===== src/rtl/div_pkg.sv =====
// Shared types and constants for the sequential restoring divider.
package div_pkg;

    typedef enum logic [1:0] {
        IDLE = 2'd0,
        RUN  = 2'd1,
        DONE = 2'd2
    } state_e;

    localparam int unsigned DIV_W     = 16;
    localparam int unsigned DIV_CNT_W = $clog2(DIV_W);

    // Iteration counter width for an n-bit divider (counts n-1 down to 0)
    function automatic int unsigned cnt_width(input int unsigned n);
        return (n < 2) ? 1 : $clog2(n);
    endfunction

endpackage


===== src/rtl/nbit_subtractor.sv =====
// Combinational N-bit subtractor: o_diff = i_a - i_b, o_borrow set when i_b > i_a.
module nbit_subtractor #(
    parameter int unsigned N = 17
) (
    input  logic [N-1:0] i_a,
    input  logic [N-1:0] i_b,
    output logic [N-1:0] o_diff,
    output logic         o_borrow
);

    // Extend by one bit so the carry-out of the subtraction is the borrow
    always_comb begin
        {o_borrow, o_diff} = {1'b0, i_a} - {1'b0, i_b};
    end

endmodule


===== src/rtl/seq_divider.sv =====
// Iterative unsigned restoring divider, one quotient bit per clock,
// valid/ready handshake on both sides.
// Optional macro DIV_ZERO_BYPASS_EN: a zero divisor skips the iterations
// and goes straight to DONE with the same result values.
module seq_divider
    import div_pkg::*;
#(
    parameter int unsigned N = DIV_W
) (
    input  logic         clk,
    input  logic         rst,
    input  logic         in_valid,
    output logic         in_ready,
    input  logic [N-1:0] dividend,
    input  logic [N-1:0] divisor,
    output logic         out_valid,
    input  logic         out_ready,
    output logic [N-1:0] quotient,
    output logic [N-1:0] remainder,
    output logic         div_by_zero
);

    localparam int unsigned CW = cnt_width(N);

    state_e        r_state;
    state_e        w_next;
    logic [N-1:0]  r_q;
    logic [N-1:0]  r_d;
    logic [N-1:0]  r_r;
    logic [CW-1:0] r_cnt;
    logic          r_dbz;

    logic          w_accept;
    logic          w_last;
    logic          w_zero_div;
    logic [N:0]    w_trial_a;
    logic [N:0]    w_trial_b;
    logic [N:0]    w_diff;
    logic          w_borrow;
    logic          w_unused_diff_msb;

    assign w_accept   = in_valid && (r_state == IDLE);
    assign w_last     = (r_cnt == '0);
    assign w_zero_div = (divisor == '0);

    // Trial subtraction: shifted partial remainder minus divisor
    assign w_trial_a = {r_r, r_q[N-1]};
    assign w_trial_b = {1'b0, r_d};

    nbit_subtractor #(.N(N + 1)) u_sub (
        .i_a      (w_trial_a),
        .i_b      (w_trial_b),
        .o_diff   (w_diff),
        .o_borrow (w_borrow)
    );

    // A successful trial leaves a value below the divisor, so its MSB is always zero
    assign w_unused_diff_msb = w_diff[N];

    // State register
    always_ff @(posedge clk) begin
        if (rst) r_state <= IDLE;
        else     r_state <= w_next;
    end

    // Next-state logic
    always_comb begin
        w_next = r_state;
        case (r_state)
            IDLE: begin
                if (w_accept) begin
`ifdef DIV_ZERO_BYPASS_EN
                    w_next = w_zero_div ? DONE : RUN;
`else
                    w_next = RUN;
`endif
                end
            end
            RUN:     if (w_last) w_next = DONE;
            DONE:    if (out_ready) w_next = IDLE;
            default: w_next = IDLE;
        endcase
    end

    // Handshake outputs decoded from the registered state only
    always_comb begin
        in_ready  = 1'b0;
        out_valid = 1'b0;
        case (r_state)
            IDLE:    in_ready  = 1'b1;
            DONE:    out_valid = 1'b1;
            default: ;
        endcase
    end

    // Datapath: operand capture and one restoring iteration per RUN cycle
    always_ff @(posedge clk) begin
        if (rst) begin
            r_q   <= '0;
            r_d   <= '0;
            r_r   <= '0;
            r_cnt <= '0;
            r_dbz <= 1'b0;
        end else begin
            case (r_state)
                IDLE: begin
                    if (w_accept) begin
                        r_q   <= dividend;
                        r_d   <= divisor;
                        r_r   <= '0;
                        r_cnt <= CW'(N - 1);
                        r_dbz <= w_zero_div;
`ifdef DIV_ZERO_BYPASS_EN
                        // Load the result the iterations would have produced
                        if (w_zero_div) begin
                            r_q <= '1;
                            r_r <= dividend;
                        end
`endif
                    end
                end
                RUN: begin
                    r_r   <= w_borrow ? w_trial_a[N-1:0] : w_diff[N-1:0];
                    r_q   <= {r_q[N-2:0], ~w_borrow};
                    r_cnt <= r_cnt - CW'(1);
                end
                default: ;
            endcase
        end
    end

    assign quotient    = r_q;
    assign remainder   = r_r;
    assign div_by_zero = r_dbz;

endmodule

===== config.mk =====
export PLATFORM = sky130hd
export DESIGN_NAME = seq_divider
export DESIGN_NICKNAME = d
export VERILOG_FILES = /design/src/rtl/div_pkg.sv /design/src/rtl/nbit_subtractor.sv /design/src/rtl/seq_divider.sv
export SDC_FILE = /design/constraint.sdc
export NUM_CORES = 1
export LEC_CHECK = 0
export CAP_MARGIN = 10
export CORE_AREA = 2 2 100 102
export CTS_CLUSTER_SIZE = 40
export DETAILED_ROUTE_END_ITERATION = 12
export DIE_AREA = 0 0 102 104
export SLEW_MARGIN = 20
export SYNTH_ARGS = -nofsm -noshare
export SYNTH_HDL_FRONTEND = slang
export SYNTH_SLANG_ARGS = --single-unit

===== constraint.sdc =====
create_clock -name clk -period 3.4 [get_ports clk]
set_input_delay 0.51 -clock clk [delete_from_list [all_inputs] [get_ports clk]]
set_output_delay 0.51 -clock clk [all_outputs]
set_load 0.005 [all_outputs]

# == Word-level counts from Yosys, hierarchy flattened ==
# Cells that the tools add are included.
# Widths: inputs -> output; s select.
# word_totals
register_bits,55
inputBits,36
word_cells,35
# op_classes
muxes,13
eq_ne,5
bitwise_logic,1
reduce_logical,8
n_addsub,2
# ops
op,count
$pmux 16 s2,2
$mux 16,3
$sub 17x16->18,1
$logic_not 16->1,1
$pmux 4 s2,1
$mux 2,3
$ne 2x2->1 const B,3
$pmux 2 s3,1
$logic_not 4->1,1
$mux 4,1
$reduce_and 2->1,2
$sub 4x1->4 const B,1
$reduce_and 3->1,1
$eq 2x1->1 const B,1
$eq 2x2->1 const B,1
$logic_not 2->1,1
$mux 1,2
$reduce_bool 2->1,1
$logic_and 1x1->1,1
$not 1->1,1

# == Depth between registers and ports, before layout ==
# depth
word_depth,4
ltp_mapped,11
depth_no_buf,11

# == Hierarchy ==
# A second synthesis with hierarchy kept.
# unflattened
cells_unflattened,391
hier_area_um2,3126.7
# by_module_without_submodules
module,cells_each,seq_area_each_um2,area_per_inst_um2,instances
seq_divider,273,1101.1,2278.4,1
nbit_subtractor,118,0.0,848.3,1

# == Worst setup path after synthesis ==
# No wires, ideal clock.
# synth_path
path_kind,register -> register
from,reg r_q[15] (netlist: quotient[15])
to,reg r_r[14] (netlist: remainder[14])
arrival_ns,2.185
synth_period_minus_slack_ns,2.307
setup_time_ns,0.122
n_path_buf,0
path_stages_with_launch,12
setup_slack_ns,1.093
cell_sequence,dfxtp_1 -> inv_1 -> ha_1 -> inv_1 -> fa_1 -> a211oi_1 -> nor2_1 -> o311ai_1 -> o21bai_1 -> a31oi_1 -> xor2_1 -> o21ai_1
# synth_via
elab_chain_cells,3
# synth_lines
item,line,text
"start, declared",seq_divider.sv:27,logic [N-1:0] r_q;
"start signal, assigned",seq_divider.sv:108,r_q <= dividend;
"start signal, assigned",seq_divider.sv:124,"r_q <= {r_q[N-2:0], ~w_borrow};"
$sub 17x16->18,nbit_subtractor.sv:13,"{o_borrow, o_diff} = {1'b0, i_a} - {1'b0, i_b};"
$mux 16,seq_divider.sv:123,r_r <= w_borrow ? w_trial_a[N-1:0] : w_diff[N-1:0];
$pmux 16 s2,seq_divider.sv:105,case (r_state)
"end signal, assigned",seq_divider.sv:123,
"end, declared",seq_divider.sv:29,logic [N-1:0] r_r;
# Every way passes these cells.
# A chain may end at the register's enable or synchronous reset.

# == Worst setup path after layout ==
# layout_path
from,reg r_r[0] (netlist: remainder[0])
to,reg r_q[0] (netlist: quotient[0])
# layout_via
elab_chain_cells,3
# layout_lines
item,line
$sub 17x16->18,nbit_subtractor.sv:13
$not 1->1,seq_divider.sv:124
$pmux 16 s2,seq_divider.sv:105
# Every way passes these cells.

==> qor.tcl <==
set qor(insertedDiodeCount) 0
set qor(die-height_um) 104
set qor(vias_per_cell) 4.901
set qor(num_io_pins) 71
set qor(grt_max_degree) 36
set qor(reg2reg_slack_ns) 0.75
set qor(timing.critical_path.arrival_ns) 2.83
set qor(die-area_um2) 10610
set qor(timing.critical_path.fanout_max) 16
set qor(dieWidth_um) 102
set qor(met1_length_um) 3902
set qor(detail-route-antenna-nets) 0
set qor(grt_remaining_overflow) 0
set qor(h_tree_depth) 2
set qor(syn-mean-instance-area_um2) 7.435
set qor(fin_skew_ns) 0.004085
set qor(cellPowerDensity_nw_per_um2) 598.6
set qor(via_count_of_the_first_global_routing_pass) 2838
set qor(hp-start) {r_d[10]}
set qor(post-route-drc-count) 0
set qor(cp_data_required_time_ns) 3.58
set qor(synth_to_final_area_change_pct) 27.61
set qor(syn_nets) 488
set qor(worstHoldPathType) {reg -> reg}
set qor(static-leakage-power_nw) 1.620
set qor(rows) 36
set qor(final_number_of_hold_violating_endpoints) 0
set qor(route.met3.wl_um) 451
set qor(post_cts_buffers) 0
set qor(cts-buffers-inserted) 5
set qor(postRouteWirelength_um) 8302
set qor(finalSetupViolCount) 0
set qor(clock_insertion_delay_worst_skew_ns) 0.31
set qor(crit_path_cell_trace) {ha_1 -> nor2b_1 -> o2111a_1 -> or2_1 -> a211oi_4 -> buf_4 -> nor2_2 -> a211oi_2 -> nor2_1}
set qor(worst_setup_path_end_kind) {register}
set qor(place_hpwl_um) 6255
set qor(final_layout_size_suffix_gt1_share_pct) 5.071
set qor(post-route-min-period_ns) 2.645
set qor(number_of_sinks_driven_by_the_clock_tree) 55
set qor(max_slew.worst_pin.slew_ns) 0.7218
set qor(drt-wirelength-per-cell_um) 13.26
set qor(slew_headroom_pct) 51.81
set qor(cts-root-buf) {sky130_fd_sc_hd__clkbuf_8}
set qor(fmax_ghz) 0.3780
set qor(syn_inst) 434
set qor(worstSetupStartpointType) {register}
set qor(grt_usage_pct) 15.70
set qor(antenna_found_initial) 0
set qor(clk_path_buf_depth) 2
set qor(start_util_pct) 33.79
set qor(final.setup.tns_ns) 0
set qor(outcome) {completed}
set qor(number_of_warnings_issued_by_yosys) 0
set qor(yosys_most_used_dff) {sky130_fd_sc_hd__dfxtp_1}
set qor(synth_seq_cells) 55
set qor(place.port_buffers) 70
set qor(power.ir.vdd_worst_mv) 0.2269
set qor(timing.critical_path.slowest_stage_cell) {sky130_fd_sc_hd__dfxtp_1}
set qor(grt_pass1_wl_um) 13610
set qor(tritoncts) {yes}
set qor(worst_path_largest_cell_delay_ns) 0.47
set qor(post_synth_num_cell_types) 49
set qor(syn_area_um2) 3227
set qor(final_design_area_no_fill_um2) 4118
set qor(cts_resized) 0
set qor(synth_seq_area_share_pct) 34.12
set qor(gp_congestion) 0.8763
set qor(worstSetupPathType) {reg -> reg}
set qor(cts.reportedPaths.clkPinSlew_ns) 0.10
set qor(synth_enable_flop_cells) 0
set qor(crit-reg2reg-launch) {remainder[0]}
set qor(wl_met2_um) 3846
set qor(placement.cell_area_um2) 4028
set qor(report.final.slew_viol_count) 0
set qor(cts.hold.buffers_added) 0
set qor(drt_first_iter_violations) 153
set qor(detailroute.via_count) 3068
set qor(top_layer_used) {met4}
set qor(critical_path.startpoint) {remainder[0]}
set qor(firstDrtPassIters) 4
set qor(core_um2) 9549
set qor(design.final.nets) 547
set qor(setup_repair_after_global_routing_missed_its_margin) {no}
set qor(synthArstFlopShare_pct) 0
set qor(max_cap_violations) 0
set qor(timing.final.crit_share_pct) 77.80
-- kinds of logic after synthesis --
kind of cell	Yosys count	synth area share, %
AO/OA/AOI/OAI	114	21.79
buffers and inverters	48	6.359
AND/OR/NAND/NOR	187	27.18
multiplexers	2	0.6204
XOR/XNOR	10	2.714
flip-flops	55	34.12
adder cells (fa/ha/maj)	18	7.212
-- cells in the mapped netlist (2+ instances only) --
library cell | n | share of area, %
sky130_fd_sc_hd__nor3b_1 | 2 | 0.47
sky130_fd_sc_hd__o21bai_1 | 2 | 0.47
sky130_fd_sc_hd__xnor2_1 | 7 | 1.9
sky130_fd_sc_hd__o31ai_1 | 2 | 0.47
sky130_fd_sc_hd__buf_2 | 2 | 0.31
sky130_fd_sc_hd__nand2_1 | 53 | 6.2
sky130_fd_sc_hd__o21ai_1 | 14 | 2.2
sky130_fd_sc_hd__nor3_1 | 19 | 2.9
sky130_fd_sc_hd__nand4_1 | 3 | 0.58
sky130_fd_sc_hd__inv_1 | 23 | 2.7
sky130_fd_sc_hd__nor2b_1 | 17 | 3.3
sky130_fd_sc_hd__o21a_1 | 3 | 0.70
sky130_fd_sc_hd__xor2_1 | 3 | 0.81
sky130_fd_sc_hd__a31oi_1 | 3 | 0.58
sky130_fd_sc_hd__clkbuf_1 | 19 | 2.2
sky130_fd_sc_hd__nor4_1 | 6 | 1.2
sky130_fd_sc_hd__a21oi_1 | 53 | 8.2
sky130_fd_sc_hd__mux2i_1 | 2 | 0.62
sky130_fd_sc_hd__a32oi_1 | 9 | 2.4
sky130_fd_sc_hd__a211oi_1 | 5 | 1.2
sky130_fd_sc_hd__a21o_1 | 4 | 0.93
sky130_fd_sc_hd__ha_1 | 17 | 6.6
sky130_fd_sc_hd__and2_1 | 2 | 0.39
sky130_fd_sc_hd__nand3_1 | 3 | 0.47
sky130_fd_sc_hd__o21ai_0 | 11 | 1.7
sky130_fd_sc_hd__nand2b_1 | 5 | 0.97
sky130_fd_sc_hd__buf_6 | 3 | 1.0
sky130_fd_sc_hd__dfxtp_1 | 55 | 34
sky130_fd_sc_hd__a211oi_2 | 2 | 0.78
sky130_fd_sc_hd__nor2_1 | 66 | 7.7
-- path summary, 6_finish.rpt --
path,endpoint,cells after the start
worst min register to register,r_d[10],2
worst max register to register,quotient[0],9
worst min-delay path,r_d[10],2
worst max-delay path,quotient[0],9
-- registers in the layout, indices dropped and copies added (netlist names) --
register	flops
quotient	16
r_state	2
r_d	16
div_by_zero	1
r_cnt	4
remainder	16
-- per-layer routing --
| layer | vias to the layer above | GRT usage, % |
|---|---|---|
| met3 | 10 | 3.562 |
| met5 | - | 0 |
| met2 | 67 | 25.52 |
| met1 | 1378 | 21.01 |
| met4 | 0 | 3.714 |
| li1 | 1613 | - |
-- critical path: cells and delay by family (launching register included) --
| kind | cells | cell delay, ns |
|---|---|---|
| fa+ha+maj | 1 | 0.27 |
| simple gates | 4 | 0.54 |
| buf+inv | 1 | 0.30 |
| flops | 1 | 0.47 |
| compound gates | 3 | 0.92 |
-- placed cells by master, fill, tap and decap left out, types with 4 or more instances in the layout --
master                            synthesis  layout
sky130_fd_sc_hd__ha_1                    17      17
sky130_fd_sc_hd__o21ai_0                 11      11
sky130_fd_sc_hd__o21ai_1                 14      14
sky130_fd_sc_hd__xnor2_1                  7       7
sky130_fd_sc_hd__a32oi_1                  9       9
sky130_fd_sc_hd__a211oi_1                 5       5
sky130_fd_sc_hd__clkdlybuf4s50_1          0      70
sky130_fd_sc_hd__nor3_1                  19      19
sky130_fd_sc_hd__clkbuf_8                 0       6
sky130_fd_sc_hd__buf_4                    0       7
sky130_fd_sc_hd__nand2_1                 53      53
sky130_fd_sc_hd__inv_1                   23      23
sky130_fd_sc_hd__nand2b_1                 5       5
sky130_fd_sc_hd__dfxtp_1                 55      55
sky130_fd_sc_hd__nor2b_1                 17      17
sky130_fd_sc_hd__nor2_1                  66      65
sky130_fd_sc_hd__nor4_1                   6       6
sky130_fd_sc_hd__a21o_1                   4       4
sky130_fd_sc_hd__a21oi_1                 53      53
-- layout make-up --
type | instances | area, um^2
Clock inverter | 1 | 5.005
Clock buffer | 6 | 82.58
Fill cell | 993 | 5431
Multi-Input combinational cell | 331 | 1923
Timing Repair Buffer | 77 | 753.2
Inverter | 23 | 86.33
Tap cell | 133 | 166.4
Sequential cell | 55 | 1101
-- per-stage QoR --
stage	power [W]	hold WS, ns	std cells	util (%)	worst slack, ns
4_1_cts	0.002480	0.4625	626	43.09	0.7698
3_5_place_dp	0.002100	0.4489	619	42.18	0.7830
3_3_place_gp	0.002095	0.4467	619	42.18	0.7901
5_1_grt	0.002665	0.4754	626	43.12	0.5364
6_report	0.002465	0.4592	626	43.12	0.7548
2_1_floorplan	0.001792	0.4363	434	-	1.093
-- where the power goes --
part,total [W],switching [W],leakage [nW],internal (W)
Clock,0.000372,0.000211,0.0470,0.000161
Combinational,0.00129,0.000701,1.12,0.000590
Sequential,0.000802,0.0000786,0.452,0.000724
Power figures use the tool's default switching activity.
